File: config.mk
export PLATFORM = sky130hd
export DESIGN_NAME = gmux_ctrl
export DESIGN_NICKNAME = d
export VERILOG_FILES = /design/src/rtl/gmux_ctrl_pkg.sv /design/src/rtl/gmux_ctrl_timer.sv /design/src/rtl/gmux_ctrl.sv
export SDC_FILE = /design/constraint.sdc
export NUM_CORES = 1
export LEC_CHECK = 0
export BUFFER_PORTS_ARGS = -buffer_cell sky130_fd_sc_hd__buf_2
export CORE_UTILIZATION = 59
export CTS_CLUSTER_SIZE = 25
export DETAILED_ROUTE_END_ITERATION = 8
export GPL_ROUTABILITY_DRIVEN = 0
export PLACE_DENSITY = 0.79
export SYNTH_ARGS = -nofsm -noshare
export SYNTH_HDL_FRONTEND = slang
export SYNTH_HIERARCHICAL = 1
export SYNTH_SLANG_ARGS = --single-unit
File: constraint.sdc
create_clock -name CLK -period 5.9 [get_ports CLK]
set_input_delay 0.59 -clock CLK [delete_from_list [all_inputs] [get_ports CLK]]
set_output_delay 0.59 -clock CLK [all_outputs]
set_load 0.1 [all_outputs]
File: src/rtl/gmux_ctrl_pkg.sv
// Shared types and constants for the AP3 global clock mux sequencing controller.
package gmux_ctrl_pkg;

  typedef enum logic [2:0] {
    ST_IDLE,
    ST_DRAIN,
    ST_GATE,
    ST_SWITCH,
    ST_UNGATE,
    ST_RESUME,
    ST_LP
  } state_e;

  typedef logic [3:0] qmask_t;

  // Bit positions inside every {TR,TL,BR,BL} quadrant vector.
  localparam int unsigned Q_BL = 0;
  localparam int unsigned Q_BR = 1;
  localparam int unsigned Q_TL = 2;
  localparam int unsigned Q_TR = 3;

  localparam logic SEL_CLK  = 1'b0;
  localparam logic SEL_HSCK = 1'b1;

endpackage

File: src/rtl/gmux_ctrl_timer.sv
// Settle timer: loadable down-counter that flags expiry once it reaches zero.
module gmux_ctrl_timer #(
  parameter int unsigned CNT_W = 3
) (
  input  logic             CLK,
  input  logic             RST_N,
  input  logic             load,
  input  logic [CNT_W-1:0] load_val,
  output logic             expire
);

  logic [CNT_W-1:0] count;

  // NOTE: sequential state uses non-blocking assignments so every flop samples
  // the pre-edge value of its neighbours, independent of block ordering.
  always_ff @(posedge CLK or negedge RST_N) begin
    if (!RST_N) begin
      count <= '0;
    end else if (load) begin
      count <= load_val;
    end else if (count != '0) begin
      count <= count - 1'b1;
    end
  end

  assign expire = (count == '0);

endmodule

File: src/rtl/gmux_ctrl.sv
// Sequencing controller for one GMUX site: gates, switches and re-enables the
// quadrant clocks with settle-timed steps so no quadrant ever sees a runt pulse.
module gmux_ctrl
  import gmux_ctrl_pkg::*;
#(
  parameter int unsigned SETTLE_CYCLES = 4,
  parameter int unsigned CNT_W         = $clog2(SETTLE_CYCLES + 1)
) (
  input  logic       CLK,
  input  logic       RST_N,
  input  logic       SW_REQ,
  input  logic       SW_SEL,
  input  logic [3:0] QEN_REQ,
  input  logic       LP_REQ,
  output logic       SSEL,
  output logic [3:0] DEN,
  output logic [3:0] DYNEN,
  output logic [3:0] SEN,
  output logic [3:0] VLP,
  output logic       CUR_SEL,
  output logic       BUSY,
  output logic       DONE,
  output logic       LP_ACK
);

  state_e state, state_nxt;
  qmask_t mask, mask_nxt;
  logic   psel, psel_nxt;
  logic   lp_flag, lp_flag_nxt;

  // Requests are captured one edge ahead of the FSM; a switch pulse seen while
  // BUSY is high is discarded at capture so it cannot fire after the sequence.
  logic   sw_req_q, sw_sel_q, lp_req_q;
  qmask_t qen_q;

  logic   ssel_nxt, cur_sel_nxt, done_nxt;
  qmask_t den_nxt, dynen_nxt, sen_nxt, vlp_nxt;

  logic   timer_load, timer_expire;

  gmux_ctrl_timer #(
    .CNT_W (CNT_W)
  ) u_timer (
    .CLK      (CLK),
    .RST_N    (RST_N),
    .load     (timer_load),
    .load_val (CNT_W'(SETTLE_CYCLES - 1)),
    .expire   (timer_expire)
  );

  // Every state change reloads the timer so each wait state lasts SETTLE_CYCLES.
  assign timer_load = (state_nxt != state);

  // NOTE: every always_comb output gets a default first; a path that forgets
  // to assign would otherwise infer a latch.
  always_comb begin
    state_nxt   = state;
    mask_nxt    = mask;
    psel_nxt    = psel;
    lp_flag_nxt = lp_flag;
    ssel_nxt    = SSEL;
    cur_sel_nxt = CUR_SEL;
    den_nxt     = DEN;
    dynen_nxt   = DYNEN;
    sen_nxt     = SEN;
    vlp_nxt     = VLP;
    done_nxt    = 1'b0;

    unique case (state)
      ST_IDLE: begin
        if (lp_req_q) begin
          lp_flag_nxt = 1'b1;
          state_nxt   = ST_DRAIN;
          dynen_nxt   = '0;
        end else if (sw_req_q) begin
          lp_flag_nxt = 1'b0;
          psel_nxt    = sw_sel_q;
          mask_nxt    = qen_q;
          if (sw_sel_q == CUR_SEL && qen_q == mask) begin
            done_nxt = 1'b1;
          end else begin
            state_nxt = ST_DRAIN;
            dynen_nxt = '0;
          end
        end else if (qen_q != mask) begin
          lp_flag_nxt = 1'b0;
          mask_nxt    = qen_q;
          psel_nxt    = CUR_SEL;
          state_nxt   = ST_DRAIN;
          dynen_nxt   = '0;
        end
      end
      ST_DRAIN: begin
        if (timer_expire) begin
          state_nxt = ST_GATE;
          den_nxt   = '0;
          sen_nxt   = '0;
        end
      end
      ST_GATE: begin
        if (timer_expire) begin
          if (lp_flag) begin
            state_nxt = ST_LP;
            vlp_nxt   = mask;
          end else begin
            state_nxt = ST_SWITCH;
            ssel_nxt  = psel;
          end
        end
      end
      ST_SWITCH: begin
        if (timer_expire) begin
          state_nxt   = ST_UNGATE;
          cur_sel_nxt = psel;
          vlp_nxt     = '0;
          den_nxt     = mask;
          sen_nxt     = mask;
        end
      end
      ST_UNGATE: begin
        if (timer_expire) begin
          state_nxt = ST_RESUME;
          dynen_nxt = mask;
          done_nxt  = 1'b1;
        end
      end
      ST_RESUME: begin
        state_nxt = ST_IDLE;
      end
      ST_LP: begin
        if (!lp_req_q) begin
          state_nxt   = ST_UNGATE;
          lp_flag_nxt = 1'b0;
          vlp_nxt     = '0;
          den_nxt     = mask;
          sen_nxt     = mask;
        end
      end
      default: begin
        state_nxt = ST_IDLE;
      end
    endcase
  end

  always_ff @(posedge CLK or negedge RST_N) begin
    if (!RST_N) begin
      state    <= ST_IDLE;
      mask     <= '0;
      psel     <= SEL_CLK;
      lp_flag  <= 1'b0;
      sw_req_q <= 1'b0;
      sw_sel_q <= SEL_CLK;
      lp_req_q <= 1'b0;
      qen_q    <= '0;
      SSEL     <= SEL_CLK;
      CUR_SEL  <= SEL_CLK;
      DEN      <= '0;
      DYNEN    <= '0;
      SEN      <= '0;
      VLP      <= '0;
      BUSY     <= 1'b0;
      DONE     <= 1'b0;
      LP_ACK   <= 1'b0;
    end else begin
      state    <= state_nxt;
      mask     <= mask_nxt;
      psel     <= psel_nxt;
      lp_flag  <= lp_flag_nxt;
      sw_req_q <= SW_REQ & ~BUSY;
      sw_sel_q <= SW_SEL;
      lp_req_q <= LP_REQ;
      qen_q    <= QEN_REQ;
      SSEL     <= ssel_nxt;
      CUR_SEL  <= cur_sel_nxt;
      DEN      <= den_nxt;
      DYNEN    <= dynen_nxt;
      SEN      <= sen_nxt;
      VLP      <= vlp_nxt;
      BUSY     <= (state_nxt != ST_IDLE);
      DONE     <= done_nxt;
      LP_ACK   <= (state_nxt == ST_LP);
    end
  end

endmodule

==> metrics, run 1 <==
cell breakdown of the critical path=inv_1 -> ha_1 -> nand2b_1 -> inv_1 -> nor2b_1 -> a2111oi_4 -> a21o_1 -> inv_1 -> a311oi_1; mux share of post-synthesis cell area=7.46%; Buffers on Ports=29; CORE AREA=2760 sq um; post-CTS setup buffer count=0; final hold vios=0; DRC Markers=0; main flop type after synthesis=dfrtp_1; first-pass GRT wire length=about 5300 um; die outline height=around 56 um; Synth Area in XOR/XNOR=under 10%; number of max-cap violations=0; fill count=205; Multi-input gate area=727 sq um; Reg clk slew, reported paths=100 ps; Synth Area in Simple Gates=14.0%; mapped cell area=roughly 1700 sq um; CTS Hold Bufs=0; Buffers & Inverters on Critical Path=3; RSZ-0062 raised after global routing=no; compound-gate portion of the synthesized area=16.4%; Yosys warning total=6; clock skew=13.3 ps; FP Rows=19; Chip Width=55.9 um; largest fanout on the critical path=7; Sequential cell area=around 900 sq um; largest net degree at the start of global routing=37; Syn-to-layout area delta=10.7%; layout cell share with drive strength beyond 1=between 20% and 30%; vias per inst=5.88; initial antenna violation count=0; DPL Wire Length=around 2200 um; status=finished clean; final period utilization=41.6%; post-synthesis async set-or-reset flop share=100%; register area share after synthesis=52.6%; Final Max Slew Viols=0; Num CTS Buffers=5; Post-Syn Instances=152; DR iter-0 viols=39; Finished Cell Area=roughly 1900 sq um; post-synthesis cell type count=41; Rel. slew slack=43.7%; highest clock rate=407 MHz; Crit path max-delay family=compound AO/OA/AOI/OAI gates; Clock Tree Root=clkbuf_4; synthesized flop and latch total=36; Clock Sinks=36; first-pass iteration count of the detailed router=4; Layout Nets=191; Vias=about 1200; CTS resizes=0; Worst Path Arrival=2690 ps; diode count=0; dpl cell area=1850 sq um; endpoints failing setup=0; via count of the first global-routing pass=1127; HP Class=input pin to async pin; crit-path most repeated cell=inv_1; Slew @ Worst Pin=838 ps; Final ANT Viol Nets=0; critical path class=flip-flop to flip-flop; wire per inst=15.1 um; Adder-Cell Fraction of Synth Area=1.46%; H-tree depth=2; Clock Path Buffers=2; die area=3120 sq um; EDFF count, synth=0; largest family of logic cells by synthesized area=compound AO/OA/AOI/OAI gates; Syn Area/Cell=11.3 sq um; Initial Utilization=62.1%; critical path data required time=between 6000 and 7000 ps; Final Util=roughly 69%; grt total ovfl=0; Setup crit end kind=flip-flop; Post-Route WL=3190 um; CP Launch Type=flip-flop; num ports=30; Total GRT Usage=a little under a quarter; CTS tree=built; CP max stage cell=a2111oi_4; post-route minimum period=2460 ps; Worst-Skew Late Latency=340 ps; total negative setup slack=0 ps; CP peak stage delay=590 ps
==> state kept, by name, summed over array words and instances (netlist names), 3 cells and up <==
name,cells
u_timer/count,3
mask,4
state,3
qen_q,4
DYNEN,4
SEN,4
VLP,4
==> cells in the final DEF (no fill, tap or decap), types with 2 or more instances in the layout <==
cell	Yosys	layout
a21oi_1	5	5
conb_1	2	3
o21ai_1	3	3
o21a_1	2	2
buf_2	1	29
ha_1	2	2
nor2b_1	11	11
nor2_1	4	4
o21bai_1	2	2
clkbuf_4	0	5
mux2_1	6	6
xor2_1	5	5
a22o_1	9	9
nor4b_1	2	2
nand2_1	12	12
dfrtp_1	36	36
mux2i_1	6	6
nand2b_1	3	3
inv_1	10	10
o22ai_1	4	4
==> worst paths after layout <==
path	slack [ps]	cells after the start	startpoint	endpoint
max	3440	9	u_timer/count[0]$_DFFE_PN0P_	u_timer/count[1]$_DFFE_PN0P_
min	310	1	RST_N	u_timer/count[2]$_DFFE_PN0P_
max reg2reg	3440	9	u_timer/count[0]$_DFFE_PN0P_	u_timer/count[1]$_DFFE_PN0P_
min reg2reg	430	1	BUSY$_DFF_PN0_	sw_req_q$_DFF_PN0_
max in group asynchronous	5090	1	RST_N	lp_flag$_DFFE_PN0P_
min in group CLK	360	1	QEN_REQ[0]	qen_q[0]$_DFF_PN0_
==> cell usage after synthesis, drive strengths merged (2+ instances only) <==
cell	number	area, sq um
buf	6	38.8
nor4	2	33.8
mux2i	6	60.1
conb	2	7.51
a22o	9	78.8
nor4b	2	17.5
nor2b	11	68.8
inv	10	37.5
nor2	4	15.0
dfrtp	36	901
nand2b	3	18.8
clkbuf	3	11.3
a211oi	2	20.0
a21oi	5	25.0
o21bai	2	15.0
o21ai	4	20.0
ha	2	25.0
o22ai	4	25.0
nand2	12	45.0
mux2	6	67.6
xor2	5	43.8
o21a	2	15.0
==> area by class of cell <==
class / count / area share (%)
multi-input combinational: 98 / 38.3
sequential: 36 / 47.5
timing repair buffer: 29 / 7.66
inverter: 10 / 1.98
tap: 31 / 2.05
clock buffer: 6 / 2.18
clock inverter: 1 / 0.264
==> cells by family after synthesis <==
group	Yosys count
mux	12
simple gates	40
other cells	2
compound gates	36
flops	36
fa+ha+maj	2
xor+xnor	5
buf+inv	19
==> metrics by stage <==
step / hold slack, ps / cells / worst slack [ps]
after floorplan: 294 / 153 / 3440
after global placement: 409 / 204 / 3720
after detailed placement: 417 / 204 / 3540
after CTS: 340 / 211 / 3500
after global routing: 338 / 211 / 3270
final: 310 / 211 / 3440
==> metal layers <==
layer / vias to the layer above / part of all wire [%] / global-route usage [%]
met5: - / 0 / 0
met4: 0 / 1.8 / 10.8
met3: 10 / 5.2 / 5.58
met2: 38 / 48 / 34.1
met1: 613 / 45 / 31.1
li1: 580 / - / -
Power of run 1 is left out: the tool's default activity adds up to more than one toggle a clock period on the data nets, which glitch-free logic cannot reach.
==> run 2: changes to the inputs <==
- ABC_AREA: unset -> 1
- CORE_UTILIZATION: 59 -> 55
- PLACE_DENSITY: 0.79 -> 0.74
- clock period: 5.9 -> 2.35 ns (I/O delays scaled with it)
==> run 2 against run 1 <==
Net effect: sequential share of layout area decreased by 4.1 points; clock-buffer cell count decreased by 1; synthesized cell count up 39%; critical path depth is 5 higher; die area increased by 9.7%; area after synthesis increased by 2.6%; routed wire length decreased by 2.2%; worst hold slack got worse by 230 ps; via count up 12%; design area grew 9.4%; final cell count grew 39%; highest routed layer unchanged.
==> metrics, run 2 <==
Total GRT Usage=21.8% (was 22.7%); Clock Path Buffers=2 (unchanged); critical path data required time=2600 ps (was 6130 ps); Yosys warning total=6 (unchanged); post-synth top area share=51.3% (was 52.6%); layout cell share with drive strength beyond 1=25.2% (was 21.7%); Post-Route WL=3120 um (was 3190 um); Crit path max-delay family=simple AND/OR/NAND/NOR gates (was compound AO/OA/AOI/OAI gates); clock skew=11.9 ps (was 13.3 ps); top post-synthesis cells by area=dfrtp_1, nand2_1, inv_1, o21ai_0, nand4_1 (was dfrtp_1, a22o_1, nor2b_1, mux2_1, mux2i_1); Slew @ Worst Pin=753 ps (was 838 ps); die outline height=58.5 um (was 55.9 um); CP Launch Type=flip-flop (unchanged); Vias=1388 (was 1241); EDFF count, synth=0 (unchanged); first-pass GRT wire length=5460 um (was 5330 um); Initial Utilization=57.5% (was 62.1%); CP Launch Point=u_timer/count[0]$_DFFE_PN0P_ (unchanged); CORE AREA=3050 sq um (was 2760 sq um); CTS tree=built (unchanged); critical path class=flip-flop to flip-flop (unchanged); Final Max Slew Viols=0 (unchanged); post-CTS setup buffer count=0 (unchanged); FF-to-FF path depth=14 (was 9); Buffers on Ports=29 (unchanged); Rel. slew slack=49.8% (was 43.7%); worst hold stages=3; final period utilization=87.0% (was 41.6%); Chip Width=58.5 um (was 55.9 um); hold path start=SW_REQ; H-tree depth=2 (unchanged); commonest non-fill, non-tap cells in the layout=nand2_1, dfrtp_1, inv_1, buf_2, nor2_1 (was dfrtp_1, buf_2, nand2_1, nor2b_1, inv_1); Num CTS Buffers=5 (unchanged); WP depth=14 (was 9); post-synthesis async set-or-reset flop share=100% (unchanged); crit-path most repeated cell=nand2_1 (was inv_1); Layout Nets=260 (was 191); Clock Tree Root=clkbuf_4 (unchanged); cell with the most instances after synthesis=nand2_1 (was dfrtp_1); Reg clk slew, reported paths=100 ps (about the same); endpoints failing setup=0 (unchanged); highest clock rate=489 MHz (was 407 MHz); RSZ-0062 raised after global routing=no (unchanged); via count of the first global-routing pass=1300 (was 1127); Setup crit end kind=flip-flop (unchanged); Final ANT Viol Nets=0 (unchanged); grt total ovfl=0 (unchanged); register area share after synthesis=51.3% (was 52.6%); Syn Area/Cell=8.33 sq um (was 11.3 sq um); Syn-to-layout area delta=18.0% (was 10.7%); num ports=30 (unchanged); CP max stage cell=dfrtp_1 (was a2111oi_4); Clock Sinks=36 (unchanged); die area=3420 sq um (was 3120 sq um); CP peak stage delay=400 ps (was 590 ps); Reg2Reg Setup Slack=310 ps (was 3440 ps); diode count=0 (unchanged); mapped cell area=1760 sq um (was 1710 sq um); synth cell count leaders=nand2_1, dfrtp_1, inv_1 (was dfrtp_1, nand2_1, nor2b_1); vias per inst=4.72 (was 5.88); number of max-cap violations=0 (unchanged); DPL Wire Length=2260 um (was 2220 um); wire per inst=10.6 um (was 15.1 um); most common cell after layout, fill and taps aside=nand2_1 (was dfrtp_1); Worst-Skew Late Latency=350 ps (was 340 ps); tightest hold margin=82.3 ps (was 310 ps); Post-Syn Instances=211 (was 152); FP Rows=20 (was 19); largest net degree at the start of global routing=37 (unchanged); HP Class=input pin to flip-flop (was input pin to async pin); largest fanout on the critical path=10 (was 7); post-synthesis cell type count=28 (was 41); main flop type after synthesis=dfrtp_1 (unchanged); DRC Markers=0 (unchanged); final hold vios=0 (unchanged); Buffers & Inverters on Critical Path=3 (unchanged); total negative setup slack=0 ps (unchanged); RR Startpoint=u_timer/count[0]$_DFFE_PN0P_ (unchanged); cell breakdown of the critical path=inv_1 -> ha_1 -> inv_1 -> nor2_2 -> buf_4 -> o21ai_0 -> nor2_1 -> nand2_2 -> nand2_1 -> nand2_2 -> nand2_1 -> o21ai_0 -> nand2_1 -> nand2_1 (was inv_1 -> ha_1 -> nand2b_1 -> inv_1 -> nor2b_1 -> a2111oi_4 -> a21o_1 -> inv_1 -> a311oi_1); Critical Path Sink=u_timer/count[0]$_DFFE_PN0P_ (was u_timer/count[1]$_DFFE_PN0P_); synthesized flop and latch total=36 (unchanged); post-route minimum period=2040 ps (was 2460 ps); initial antenna violation count=0 (unchanged); status=finished clean (unchanged); post-synth top area cell=dfrtp_1 (unchanged); Worst Path Arrival=2290 ps (was 2690 ps); R2R Path End=u_timer/count[0]$_DFFE_PN0P_ (was u_timer/count[1]$_DFFE_PN0P_); DR iter-0 viols=53 (was 39); first-pass iteration count of the detailed router=4 (unchanged)
[run 2: changes by cell type after synthesis, sizes merged, moves of 9 or more]
cell,delta
nand2,+48
a22o,-9
nor2,+14
o21ai,+12
inv,+27
nor2b,-11
[run 2: worst min-delay path, cell delays in order]
cell and delay [ps]:
buf_2 100, inv_1 40, nor2_1 30
[run 2: worst min-delay path by stage]
stage / endpoint / slack, ps
detailed placement: qen_q[2]$_DFF_PN0_ / 340
global placement: qen_q[0]$_DFF_PN0_ / 340
global route: sw_req_q$_DFF_PN0_ / 60
floorplan: BUSY$_DFF_PN0_ / -60
finish: sw_req_q$_DFF_PN0_ / 80
CTS: sw_req_q$_DFF_PN0_ / 70
[run 2: cell families (layout without fill, tap and decap cells)]
logic type / count (synthesis) / in the layout / share of synthesized area [%]
DFF: 36 / 36 / 51.3
AOI/OAI and AO/OA: 29 / 29 / 9.97
xor gates and xnor gates: 1 / 1 / 0.499
buffers and inverters: 45 / 83 / 11.2
other: 2 / 3 / 0.428
and+or+nand+nor: 96 / 96 / 25.2
adders and majority gates: 2 / 2 / 1.42
[run 2: area by class of cell]
class / count / area, sq um
Fill cell: 275 / 980
Sequential cell: 36 / 901
Multi-Input combinational cell: 131 / 672
Timing Repair Buffer: 37 / 223
Inverter: 38 / 143
Tap cell: 44 / 55.1
Clock inverter: 3 / 42.5
Clock buffer: 5 / 37.5
[run 2: through the flow]
step	area [sq um]	setup WS [ps]	util [%]	std cells
after floorplan	1760	356	-	212
after global placement	1910	401	62.7	279
after detailed placement	1910	313	62.7	279
after CTS	2060	278	67.6	294
after global routing	2070	55.1	67.9	294
final	2070	305	67.9	294
[run 2: repair_timing]
action,in CTS,in global routing
endpoints found under the hold margin,42,0
hold buffers,7,0
gates resized for setup,0,2
endpoints found under the setup margin,0,2
[run 2: per-layer routing]
layer | vias up | share of wire [%] | track usage [%]
met5 | - | 0 | 0
met4 | 0 | 1.8 | 9.18
met3 | 8 | 4.1 | 5.93
met2 | 32 | 46 | 35.1
met1 | 620 | 48 | 27.8
li1 | 728 | - | -
Power of run 2 is left out for the same reason.
==> run 3: changes to the inputs <==
- BUFFER_PORTS_ARGS: -buffer_cell sky130_fd_sc_hd__buf_2 -> -buffer_cell sky130_fd_sc_hd__clkbuf_2
==> run 3 against run 2 <==
Net effect: global-route usage grew 0.058 points; via count grew 0.22%; non-clock buffer count is the same; largest cell class unchanged; routed wire length grew 0.86%; worst hold slack lost 12 ps; highest routed layer unchanged; maximum frequency shrank 0.41%; clock skew is essentially flat; sequential share of layout area grew 0.052 points; register-to-register slack is essentially flat.
==> metrics, run 3 (synthesis gave the netlist of run 2 again) <==
cell breakdown of the critical path=inv_1 -> ha_1 -> inv_1 -> nor2_2 -> buf_4 -> o21ai_0 -> nor2_1 -> nand2_2 -> nand2_1 -> nand2_1 -> nand2_1 -> o21ai_0 -> nand2_1 -> nand2_1 (was inv_1 -> ha_1 -> inv_1 -> nor2_2 -> buf_4 -> o21ai_0 -> nor2_1 -> nand2_2 -> nand2_1 -> nand2_2 -> nand2_1 -> o21ai_0 -> nand2_1 -> nand2_1); commonest non-fill, non-tap cells in the layout=nand2_1, dfrtp_1, inv_1, clkbuf_2, nor2_1 (was nand2_1, dfrtp_1, inv_1, buf_2, nor2_1); FP Rows=20 (unchanged); Reg clk slew, reported paths=100 ps (about the same); Chip Width=58.5 um (unchanged); number of max-cap violations=0 (unchanged); CP Launch Type=flip-flop (unchanged); Vias=1391 (was 1388); endpoints failing setup=0 (unchanged); die outline height=58.5 um (unchanged); Setup crit end kind=flip-flop (unchanged); Crit path max-delay family=simple AND/OR/NAND/NOR gates (unchanged); Worst Path Arrival=2290 ps (about the same); Final ANT Viol Nets=0 (unchanged); RSZ-0062 raised after global routing=no (unchanged); final hold vios=0 (unchanged); num ports=30 (unchanged); tightest hold margin=70.6 ps (was 82.3 ps); HP Class=input pin to flip-flop (unchanged); CP max stage cell=dfrtp_1 (unchanged); first-pass GRT wire length=5460 um (about the same); diode count=0 (unchanged); final period utilization=87.4% (was 87.0%); DRC Markers=0 (unchanged); DPL Wire Length=2250 um (was 2260 um); status=finished clean (unchanged); Initial Utilization=57.5% (unchanged); wire per inst=10.7 um (was 10.6 um); Clock Path Buffers=2 (unchanged); highest clock rate=487 MHz (was 489 MHz); Post-Route WL=3150 um (was 3120 um); Cells after DPL=279 (unchanged); first-pass iteration count of the detailed router=4 (unchanged); Rel. slew slack=43.3% (was 49.8%); Layout Nets=260 (unchanged); Buffers on Ports=29 (unchanged); most common cell after layout, fill and taps aside=nand2_1 (unchanged); via count of the first global-routing pass=1300 (unchanged); CP peak stage delay=400 ps (about the same); clock skew=11.5 ps (was 11.9 ps); dpl cell area=1910 sq um (unchanged); Clock Tree Root=clkbuf_4 (unchanged); Slew @ Worst Pin=850 ps (was 753 ps); post-CTS setup buffer count=0 (unchanged); CORE AREA=3050 sq um (unchanged); Total GRT Usage=21.8% (about the same); die area=3420 sq um (unchanged); H-tree depth=2 (unchanged); Num CTS Buffers=5 (unchanged); layout cell share with drive strength beyond 1=24.8% (was 25.2%); post-route minimum period=2050 ps (was 2040 ps); total negative setup slack=0 ps (unchanged); Finished Cell Area=2070 sq um (about the same); critical path data required time=2590 ps (was 2600 ps); grt total ovfl=0 (unchanged); crit-path most repeated cell=nand2_1 (unchanged); Buffers & Inverters on Critical Path=3 (unchanged); Clock Sinks=36 (unchanged); non-filler instance count after layout=294 (unchanged); vias per inst=4.73 (was 4.72); largest fanout on the critical path=10 (unchanged); Final Max Slew Viols=0 (unchanged); DR iter-0 viols=49 (was 53); CTS tree=built (unchanged); Worst-Skew Late Latency=350 ps (about the same); critical path class=flip-flop to flip-flop (unchanged); Syn-to-layout area delta=17.9% (was 18.0%); initial antenna violation count=0 (unchanged); largest net degree at the start of global routing=37 (unchanged)
run 3: path summary, 6_finish.rpt:
kind	slack [ps]	end	start	cells after the start
min in group asynchronous	520	SEN[3]$_DFFE_PN0P_	RST_N	2
max reg2reg	300	u_timer/count[0]$_DFFE_PN0P_	u_timer/count[0]$_DFFE_PN0P_	14
min reg2reg	430	sw_req_q$_DFF_PN0_	BUSY$_DFF_PN0_	1
min	70	sw_req_q$_DFF_PN0_	SW_REQ	3
max in group asynchronous	1290	LP_ACK$_DFF_PN0_	RST_N	2
max	300	u_timer/count[0]$_DFFE_PN0P_	u_timer/count[0]$_DFFE_PN0P_	14
run 3: timing repair:
item	4_1_cts	5_1_grt
gates resized for setup	0	1
setup endpoints to repair	0	1
hold endpoints to repair	18	0
hold buffers	7	0
run 3: area by class of cell:
class	count	area (sq um)
clock buffer	5	37.5
timing repair buffer	37	223
fill	263	982
multi-input combinational	131	669
sequential	36	901
clock inverter	3	42.5
inverter	38	143
tap	44	55.1
run 3: worst register-to-register path, stage by stage, from the launching register on:
cell,delay [ps]
dfrtp_1,400
inv_1,80
ha_1,180
inv_1,60
nor2_2,180
buf_4,210
o21ai_0,100
nor2_1,170
nand2_2,80
nand2_1,50
nand2_1,140
nand2_1,100
o21ai_0,80
nand2_1,70
nand2_1,50
run 3: per-stage QoR:
stage          worst slack (ps)  utilization, %
4_1_cts                     294            67.6
6_report                    297            67.8
3_3_place_gp                401            62.7
3_5_place_dp                318            62.7
2_1_floorplan               356               -
5_1_grt                    7.01            67.8
run 3: metal layers:
| layer | vias to the layer above | GRT usage [%] | part of all wire [%] |
|---|---|---|---|
| met1 | 622 | 27.3 | 48 |
| met4 | 0 | 9.18 | 1.8 |
| met3 | 6 | 5.93 | 4.0 |
| met2 | 33 | 36.0 | 46 |
| li1 | 730 | - | - |
| met5 | - | 0 | 0 |
Power of run 3 is left out for the same reason.
